===== config.mk =====
export PLATFORM = sky130hd
export DESIGN_NAME = regfile_wb_queue
export DESIGN_NICKNAME = d
export VERILOG_FILES = /design/src/rtl/regfile_wb_queue.sv
export SDC_FILE = /design/constraint.sdc
export NUM_CORES = 1
export LEC_CHECK = 0
export ABC_AREA = 1
export CELL_PAD_IN_SITES_DETAIL_PLACEMENT = 1
export CELL_PAD_IN_SITES_GLOBAL_PLACEMENT = 1
export CORE_MARGIN = 2
export CORE_UTILIZATION = 34
export CTS_CLUSTER_SIZE = 14
export DETAILED_ROUTE_END_ITERATION = 7
export PLACE_DENSITY = 0.79
export SLEW_MARGIN = 30
export SYNTH_ARGS = -nofsm -noshare
export SYNTH_HDL_FRONTEND = slang
export SYNTH_SLANG_ARGS = --single-unit
export TNS_END_PERCENT = 100

===== constraint.sdc =====
create_clock -name clk -period 2.1 [get_ports clk]
set_clock_uncertainty 0.2 [all_clocks]
set_input_delay 0.21 -clock clk [delete_from_list [all_inputs] [get_ports clk]]
set_output_delay 0.21 -clock clk [all_outputs]
set_load 0.05 [all_outputs]

===== src/rtl/regfile_wb_queue.sv =====
// regfile_wb_queue: in-order writeback FIFO in front of the register file
// write port (We/A3/WD). Drains one entry per cycle unless the register file
// stalls. It can also forward the youngest pending write to read ports A1/A2.
// Optional feature macro: WBQ_FORWARD_EN
//   defined   -> forwarding lookup for A1/A2 is built
//   undefined -> fwd_hit*/fwd_data* are tied to 0 and no comparators exist
module regfile_wb_queue #(
  parameter int DEPTH = 4,
  parameter int AW = 5,
  parameter int DW = 32,
  localparam int PW = $clog2(DEPTH),
  localparam int CW = PW + 1
) (
  input  logic          clk,
  input  logic          rst,
  input  logic          flush,
  input  logic          enq_valid,
  output logic          enq_ready,
  input  logic [AW-1:0] enq_addr,
  input  logic [DW-1:0] enq_data,
  input  logic          wr_stall,
  output logic          We,
  output logic [AW-1:0] A3,
  output logic [DW-1:0] WD,
  input  logic [AW-1:0] A1,
  input  logic [AW-1:0] A2,
  output logic          fwd_hit1,
  output logic [DW-1:0] fwd_data1,
  output logic          fwd_hit2,
  output logic [DW-1:0] fwd_data2,
  output logic [CW-1:0] count
);

  logic [PW-1:0]    head_reg;
  logic [PW-1:0]    tail_reg;
  logic [CW-1:0]    count_reg;
  logic [DEPTH-1:0] valid_reg;
  logic [DEPTH-1:0] valid_next;
  logic [AW-1:0]    addr_mem [DEPTH];
  logic [DW-1:0]    data_mem [DEPTH];

  logic not_empty;
  logic enq_fire;
  logic enq_store;

  assign not_empty = (count_reg != '0);
  assign We        = not_empty & ~wr_stall & ~flush;
  // A full queue still accepts when the head drains in the same cycle.
  assign enq_ready = ~flush & ((count_reg < CW'(DEPTH)) | We);
  assign enq_fire  = enq_valid & enq_ready;
  // Writes to x0 complete the handshake but are never stored.
  assign enq_store = enq_fire & (enq_addr != '0);

  assign A3    = not_empty ? addr_mem[head_reg] : '0;
  assign WD    = not_empty ? data_mem[head_reg] : '0;
  assign count = count_reg;

  // Pointer and occupancy tracking; flush empties the queue at the next edge.
  always_ff @(posedge clk or negedge rst) begin
    if (!rst) begin
      head_reg  <= '0;
      tail_reg  <= '0;
      count_reg <= '0;
    end else if (flush) begin
      head_reg  <= '0;
      tail_reg  <= '0;
      count_reg <= '0;
    end else begin
      if (We) head_reg <= head_reg + PW'(1);
      if (enq_store) tail_reg <= tail_reg + PW'(1);
      case ({enq_store, We})
        2'b10:   count_reg <= count_reg + CW'(1);
        2'b01:   count_reg <= count_reg - CW'(1);
        default: count_reg <= count_reg;
      endcase
    end
  end

  // Per-entry valid bits; a slot refilled as it drains (full queue) stays valid.
  always_comb begin
    valid_next = valid_reg;
    if (We) valid_next[head_reg] = 1'b0;
    if (enq_store) valid_next[tail_reg] = 1'b1;
  end

  // Valid bit register, cleared by reset or flush.
  always_ff @(posedge clk or negedge rst) begin
    if (!rst) begin
      valid_reg <= '0;
    end else if (flush) begin
      valid_reg <= '0;
    end else begin
      valid_reg <= valid_next;
    end
  end

  // Entry storage written at the tail on a stored enqueue.
  always_ff @(posedge clk or negedge rst) begin
    if (!rst) begin
      for (int i = 0; i < DEPTH; i++) begin
        addr_mem[i] <= '0;
        data_mem[i] <= '0;
      end
    end else if (enq_store) begin
      addr_mem[tail_reg] <= enq_addr;
      data_mem[tail_reg] <= enq_data;
    end
  end

`ifdef WBQ_FORWARD_EN
  logic [PW-1:0] idx;

  // Scan from head (oldest) to youngest so the last match wins.
  always_comb begin
    fwd_hit1  = 1'b0;
    fwd_data1 = '0;
    fwd_hit2  = 1'b0;
    fwd_data2 = '0;
    idx       = '0;
    for (int k = 0; k < DEPTH; k++) begin
      idx = head_reg + PW'(k);
      if (valid_reg[idx] && (A1 != '0) && (addr_mem[idx] == A1)) begin
        fwd_hit1  = 1'b1;
        fwd_data1 = data_mem[idx];
      end
      if (valid_reg[idx] && (A2 != '0) && (addr_mem[idx] == A2)) begin
        fwd_hit2  = 1'b1;
        fwd_data2 = data_mem[idx];
      end
    end
  end
`else
  logic unused_fwd;

  assign unused_fwd = ^{A1, A2, valid_reg};
  assign fwd_hit1   = 1'b0;
  assign fwd_data1  = '0;
  assign fwd_hit2   = 1'b0;
  assign fwd_data2  = '0;
`endif

endmodule


# After elaboration in Yosys (flattened, before gate mapping)
# Cells that the tools add are included.
# word_totals
register_bits	155
latch_bits	0
ramBits	0
mem_bits_ro	0
out_inout_bits	108
word_cells	57
memories	0
# classes
add_sub_neg	4
n_mul	0
n_div	0
magnitude_cmp	4
eq_ne	2
shifts	0
mux	20
bitwise_logic	10
n_reduce_logical	6
# op_table
cell	count
128-bit bitwise mux	1
32-bit two-way mux	4
32-bit binary-select mux with 2-bit select	1
32-bit demux with 2-bit select	1
20-bit bitwise mux	1
5-bit two-way mux	4
5-bit binary-select mux with 2-bit select	1
5-bit demux with 2-bit select	1
2-bit two-way mux	4
3-bit greater-or-equal comparator, second input constant	2
2-bit inverter with 3-bit output	2
3-bit one-hot mux with 2 select lines	1
3-bit nonzero test	2
1-bit AND	5
5-bit nonzero test	1
2-bit by 1-bit adder with 2-bit output, second input constant	2
2-bit nonzero test	2
3-bit by 1-bit adder with 3-bit output, second input constant	1
3-bit by 1-bit < comparator with 1-bit output, second input constant	1
3-bit < comparator, second input constant	1
3-bit two-way mux	1
3-bit by 1-bit subtractor with 3-bit output, second input constant	1
2-bit by 1-bit equality test with 1-bit output, second input constant	1
2-bit equality test, second input constant	1
3 further kinds	4

# Logic depth before layout (Yosys ltp)
# logic_depth
word_depth	10
ltp_mapped	13

# Least setup slack after synthesis
# No wires, ideal clock.
# synth_path
path_kind	reg2reg
from	reg count_reg[0] (netlist: count[0])
to	reg count_reg[2] (netlist: count[2])
t_arrival_ns	2.359
slack_ns	-0.578
path_stages_with_launch	14
n_path_buf	0
period_less_slack_ns	2.678
cell_sequence	dfrtp_1 -> inv_1 -> nand2_1 -> nand2_1 -> nor2_2 -> nand2_1 -> inv_1 -> fa_1 -> xnor2_1 -> inv_1 -> nand2_1 -> nand2_1 -> nand3_1 -> nand2_1
# synth_via
elab_chain_len	10
# synth_rtl
element	line	rtl
start, declared	36	logic [CW-1:0] count_reg;
start signal, assigned	72	2'b10: count_reg <= count_reg + CW'(1);
start signal, assigned	73	2'b01: count_reg <= count_reg - CW'(1);
start signal, assigned	74	default: count_reg <= count_reg;
3-bit nonzero test *	46	assign not_empty = (count_reg != '0);
1-bit AND * (2 in a row)	47	assign We = not_empty & ~wr_stall & ~flush;
via We	22	output logic We,
1-bit OR	49	assign enq_ready = ~flush & ((count_reg < CW'(DEPTH)) | We);
1-bit AND	49	
1-bit AND	50	assign enq_fire = enq_valid & enq_ready;
1-bit AND	52	assign enq_store = enq_fire & (enq_addr != '0);
2-bit by 1-bit equality test with 1-bit output / 2-bit equality test (equally long branches)	71	case ({enq_store, We})
3-bit one-hot mux with 2 select lines	71	
3-bit two-way mux	64	end else if (flush) begin
# Mark *: on every way through the listed nets, which the timed path passes. The rest lies on a longest branch.
# A chain may end at the register's enable or synchronous reset.

# Final worst setup path
# layout_path
from	reg head_reg[0]
to	out WD[28]
# layout_via
elab_chain_len	5
# layout_rtl
element	line	rtl
start, declared	34	logic [PW-1:0] head_reg;
start signal, assigned	69	if (We) head_reg <= head_reg + PW'(1);
2-bit inverter with 3-bit output (not written as such)	55	assign WD = not_empty ? data_mem[head_reg] : '0;
32-bit binary-select mux with 2-bit select	55	
32-bit two-way mux (not written as such) (2 in a row)	55	
32-bit two-way mux	55	
end, declared	24	output logic [DW-1:0] WD,
# Every way passes these cells. The select of a mux whose other input is x is not followed.

==> summary.log <==
qor: yosys.synthTopCellsByArea dfrtp_1 49%, o21ai_0 12%, nand2_1 11%
qor: global_routing.first_global_vias 7,293
qor: placement.portBuffers 83
qor: yosys.synth_edf_count 0
qor: outcome.outcome complete, but fails checks
qor: global_routing.global_route_usage_sum 20.8%
qor: yosys.synthCells 978
qor: hold_path.hp-class input pin to async pin
qor: cts.numCtsBuffers 17
qor: sta.rsz0062_at_grt yes
qor: detailed_routing.routedWlPerCell 18.5 µm
qor: sta.post-route-min-period 2.32 ns
qor: global_routing.global_route_wire_length_before_repair 39,200 µm
qor: sta.hold_viol_final 0
qor: sta.final_min_period_over_clock_period 111%
qor: cts.clock_latency 0.44 ns
qor: sta.fmax 430 MHz
qor: yosys.synth.distinct_cells 23
qor: cts.buffer_cell_driving_the_clock_tree_root clkbuf_16
qor: yosys.synth.yosys.warnings 0
qor: power.p_per_area 1650 nW/µm²
qor: power.cellLeakagePower 4.79 nW
qor: setup_path.regToRegStartpoint count[2]$_DFFE_PN0P_
qor: setup_path.crit_required 1.69 ns
qor: power.power.share.sequential 28.5%
qor: placement.detailed_place.area 9460 µm²
qor: yosys.synthesis.area_per_instance 8.02 µm²
qor: power.combPwrFrac 51.4%
qor: yosys.synthArstFlopShare 100%
qor: cts.tritoncts_clock_tree built
qor: floorplanning.placementRows 55
qor: placement.place.gp.congestion 0.792
qor: cells_and_area.finalNetCount 1,128
qor: sta.slew_headroom 66.2%
qor: sta.drv_slew 0
qor: yosys.postSynthRegisterBits 155
qor: power.finalPower 17.3 mW
qor: cells_and_area.drive_above_1_share 18.7%
qor: detailed_routing.finalWirelength 25,300 µm
qor: setup_path.critical_path.top_delay_family compound AO/OA/AOI/OAI gates
qor: cts.cts.clk_slew.worst_paths 0.06 ns
qor: cts.clkSinkCount 155
qor: floorplanning.dieArea 24,300 µm²
qor: detailed_routing.remaining_drc_errors 0
qor: placement.dp_hpwl 14,700 µm
qor: yosys.synth-seq-area-share 49.5%
qor: power.power.net_switching 7.29 mW
qor: global_routing.grt-ovfl-total 0
qor: cells_and_area.num-fill-cells 2,625
qor: cts.clock_tree.buffer_depth 2
qor: cts.cts-htree-levels 4
qor: yosys.synth_common_cells 233 x nand2_1, 194 x o21ai_0, 155 x dfrtp_1
qor: floorplanning.die_h 156 µm
qor: power.vdd_drop_max 0.000998 V
qor: yosys.post-synth-top-area-cell dfrtp_1
qor: floorplanning.dieWidth 156 µm
qor: setup_path.criticalPathCategory flop to primary output
qor: setup_path.worst_path_largest_cell_delay 0.49 ns
qor: detailed_routing.dr.pass1.iters 5
qor: setup_path.critical_path.max_fanout 11
qor: cells_and_area.largest_register_ffs 128
qor: global_routing.antenna_found_initial 0
qor: yosys.area_fraction_of_the_dominant_cell_type_after_synthesis 49.5%
qor: power.clock_power_share 20.1%
qor: cells_and_area.area_growth_syn_to_layout 33.8%
qor: yosys.yosysMostFrequentCell nand2_1
qor: setup_path.worstSetupEndpointType primary output
qor: power.swShare 42.0%
qor: yosys.postSynth.topFlopCell dfrtp_1
qor: power.p_int 10.1 mW
qor: floorplanning.boundaryPins 160
qor: cells_and_area.fin_area 10,500 µm²
qor: cells_and_area.insertedDiodeCount 0
qor: sta.setup_viol_count_final 38
qor: setup_path.ff2ff_path_depth 13
qor: setup_path.timing.critical_path.arrival 1.91 ns
qor: setup_path.timing.critical_path.from_type flop
qor: outcome.violations setup timing
qor: sta.timing_worst_slew_pin_value 0.507 ns
qor: detailed_routing.via_density 5.06
qor: setup_path.slowest_stage dfrtp_2
qor: setup_path.cp_buf_inv_count 3
qor: yosys.post_synthesis_cell_area 7840 µm²
qor: global_routing.grt_start_max_net_pins 50
qor: floorplanning.initial_core_util 34.6%
qor: run.drv_cap 0
qor: detailed_routing.via_count_of_the_routed_design 6,931
qor: detailed_routing.drt_iter0_markers 516
qor: setup_path.regToRegSetupSlack -0.02 ns
qor: sta.finalWorstSetupSlack -0.224 ns
qor: setup_path.worstPathCellList inv_4, clkbuf_16, a21oi_1, o21ai_1, a21oi_2, buf_12
qor: floorplanning.core 22,600 µm²
qor: setup_path.r2r-end count[2]$_DFFE_PN0P_
qor: detailed_routing.postRouteAntennaNets 0
==> metrics by stage <==
step | setup slack (ns) | instances | util (%) | hold WS, ns | setup TNS [ns]
after global placement | -0.311 | 1325 | 41.6 | 0.00669 | -20.91
final | -0.224 | 1369 | 46.3 | 0.103 | -4.78
after detailed placement | -0.314 | 1327 | 41.8 | 0.00926 | -27.69
after global routing | -0.274 | 1369 | 46.3 | 0.125 | -8.27
after floorplan | -0.0790 | 1043 | - | -0.286 | -2.52
after CTS | -0.171 | 1362 | 45.5 | 0.114 | -5.05
==> routing by layer <==
| metal | track usage [%] | part of all wire [%] | vias up |
|---|---|---|---|
| met4 | 6.12 | 1.5 | 0 |
| li1 | - | - | 3218 |
| met1 | 26.9 | 44 | 3499 |
| met3 | 4.58 | 4.6 | 34 |
| met2 | 35.0 | 50 | 180 |
| met5 | 0 | 0 | - |
==> power groups by stage <==
stage / sequential [mW] / combinational, mW / clock, mW
3_3_place_gp: 4.85 / 7.87 / 0
5_1_grt: 5.10 / 9.52 / 3.66
2_1_floorplan: 4.83 / 4.53 / 0
3_5_place_dp: 4.93 / 8.08 / 0
4_1_cts: 4.90 / 8.63 / 3.52
6_report: 4.94 / 8.92 / 3.49
==> cells by family after synthesis <==
| group | after synthesis | synth area share (%) |
|---|---|---|
| xor gates and xnor gates | 1 | 0.112 |
| AOI/OAI and AO/OA | 338 | 21.6 |
| DFF | 155 | 49.5 |
| adders and majority gates | 5 | 0.894 |
| other | 1 | 0.0478 |
| buffers and inverters | 223 | 15.1 |
| and+or+nand+nor | 255 | 12.8 |
==> placed cells by master, fill, tap and decap left out, types with 2 or more instances in the layout <==
| cell | instances |
|---|---|
| dfrtp_2 | 5 |
| inv_4 | 3 |
| a21oi_2 | 48 |
| nor2_4 | 7 |
| dfrtp_1 | 150 |
| buf_6 | 3 |
| a21oi_1 | 65 |
| nor2_1 | 2 |
| o21ai_1 | 80 |
| dlygate4sd2_1 | 3 |
| nand2_1 | 229 |
| inv_1 | 84 |
| nand3_1 | 11 |
| nand2_2 | 2 |
| ha_1 | 4 |
| conb_1 | 66 |
| o21a_1 | 2 |
| clkinv_2 | 3 |
| clkinvlp_4 | 2 |
| bufinv_16 | 5 |
| clkbuf_16 | 20 |
| clkdlybuf4s50_1 | 40 |
| inv_2 | 5 |
| buf_16 | 2 |
| o21ai_0 | 143 |
| nand2_4 | 4 |
| clkbuf_8 | 3 |
| buf_4 | 32 |
| buf_12 | 56 |
==> cell type report <==
cell class	instances	area [µm²]	share of cell area [%]
inverter	92	353	3.36
timing repair buffer	140	1960	18.7
tap	285	357	3.40
multi-input combinational	665	3270	31.2
sequential	155	3880	37.0
clock inverter	11	189	1.80
clock buffer	21	470	4.49
==> worst max path at each step <==
stage                                  startpoint                   endpoint  cells past startpoint
final                     head_reg[0]$_DFFE_PN0P_                     WD[28]                      6
after floorplan              count[2]$_DFFE_PN0P_       count[2]$_DFFE_PN0P_                     13
after global placement                enq_addr[3]   addr_mem[19]$_DFFE_PN0P_                      7
after detailed placement              enq_addr[3]  data_mem[107]$_DFFE_PN0P_                      8
after global routing      head_reg[0]$_DFFE_PN0P_                     WD[28]                      6
after CTS                 head_reg[0]$_DFFE_PN0P_                     WD[17]                      6
==> timing repair <==
item,4_1_cts,5_1_grt
hold endpoints to repair,155,0
hold buffers,1,0
gates cloned,1,3
setup endpoints to repair,41,39
pin swaps,6,29
resized for setup,45,69
buffers inserted,1,4
==> worst reg2reg max path: stages, from the launching register on <==
cell and delay (ns):
dfrtp_2 0.45, nand2_2 0.07, nand2_2 0.06, nor2_4 0.15
nand2_4 0.09, nand2_4 0.08, inv_4 0.03, fa_2 0.37
xnor2_2 0.19, inv_1 0.07, nand2_1 0.07, nand2_1 0.05
nand3_1 0.07, nand2_1 0.05
Note: power is estimated with default switching activity, not from simulation.
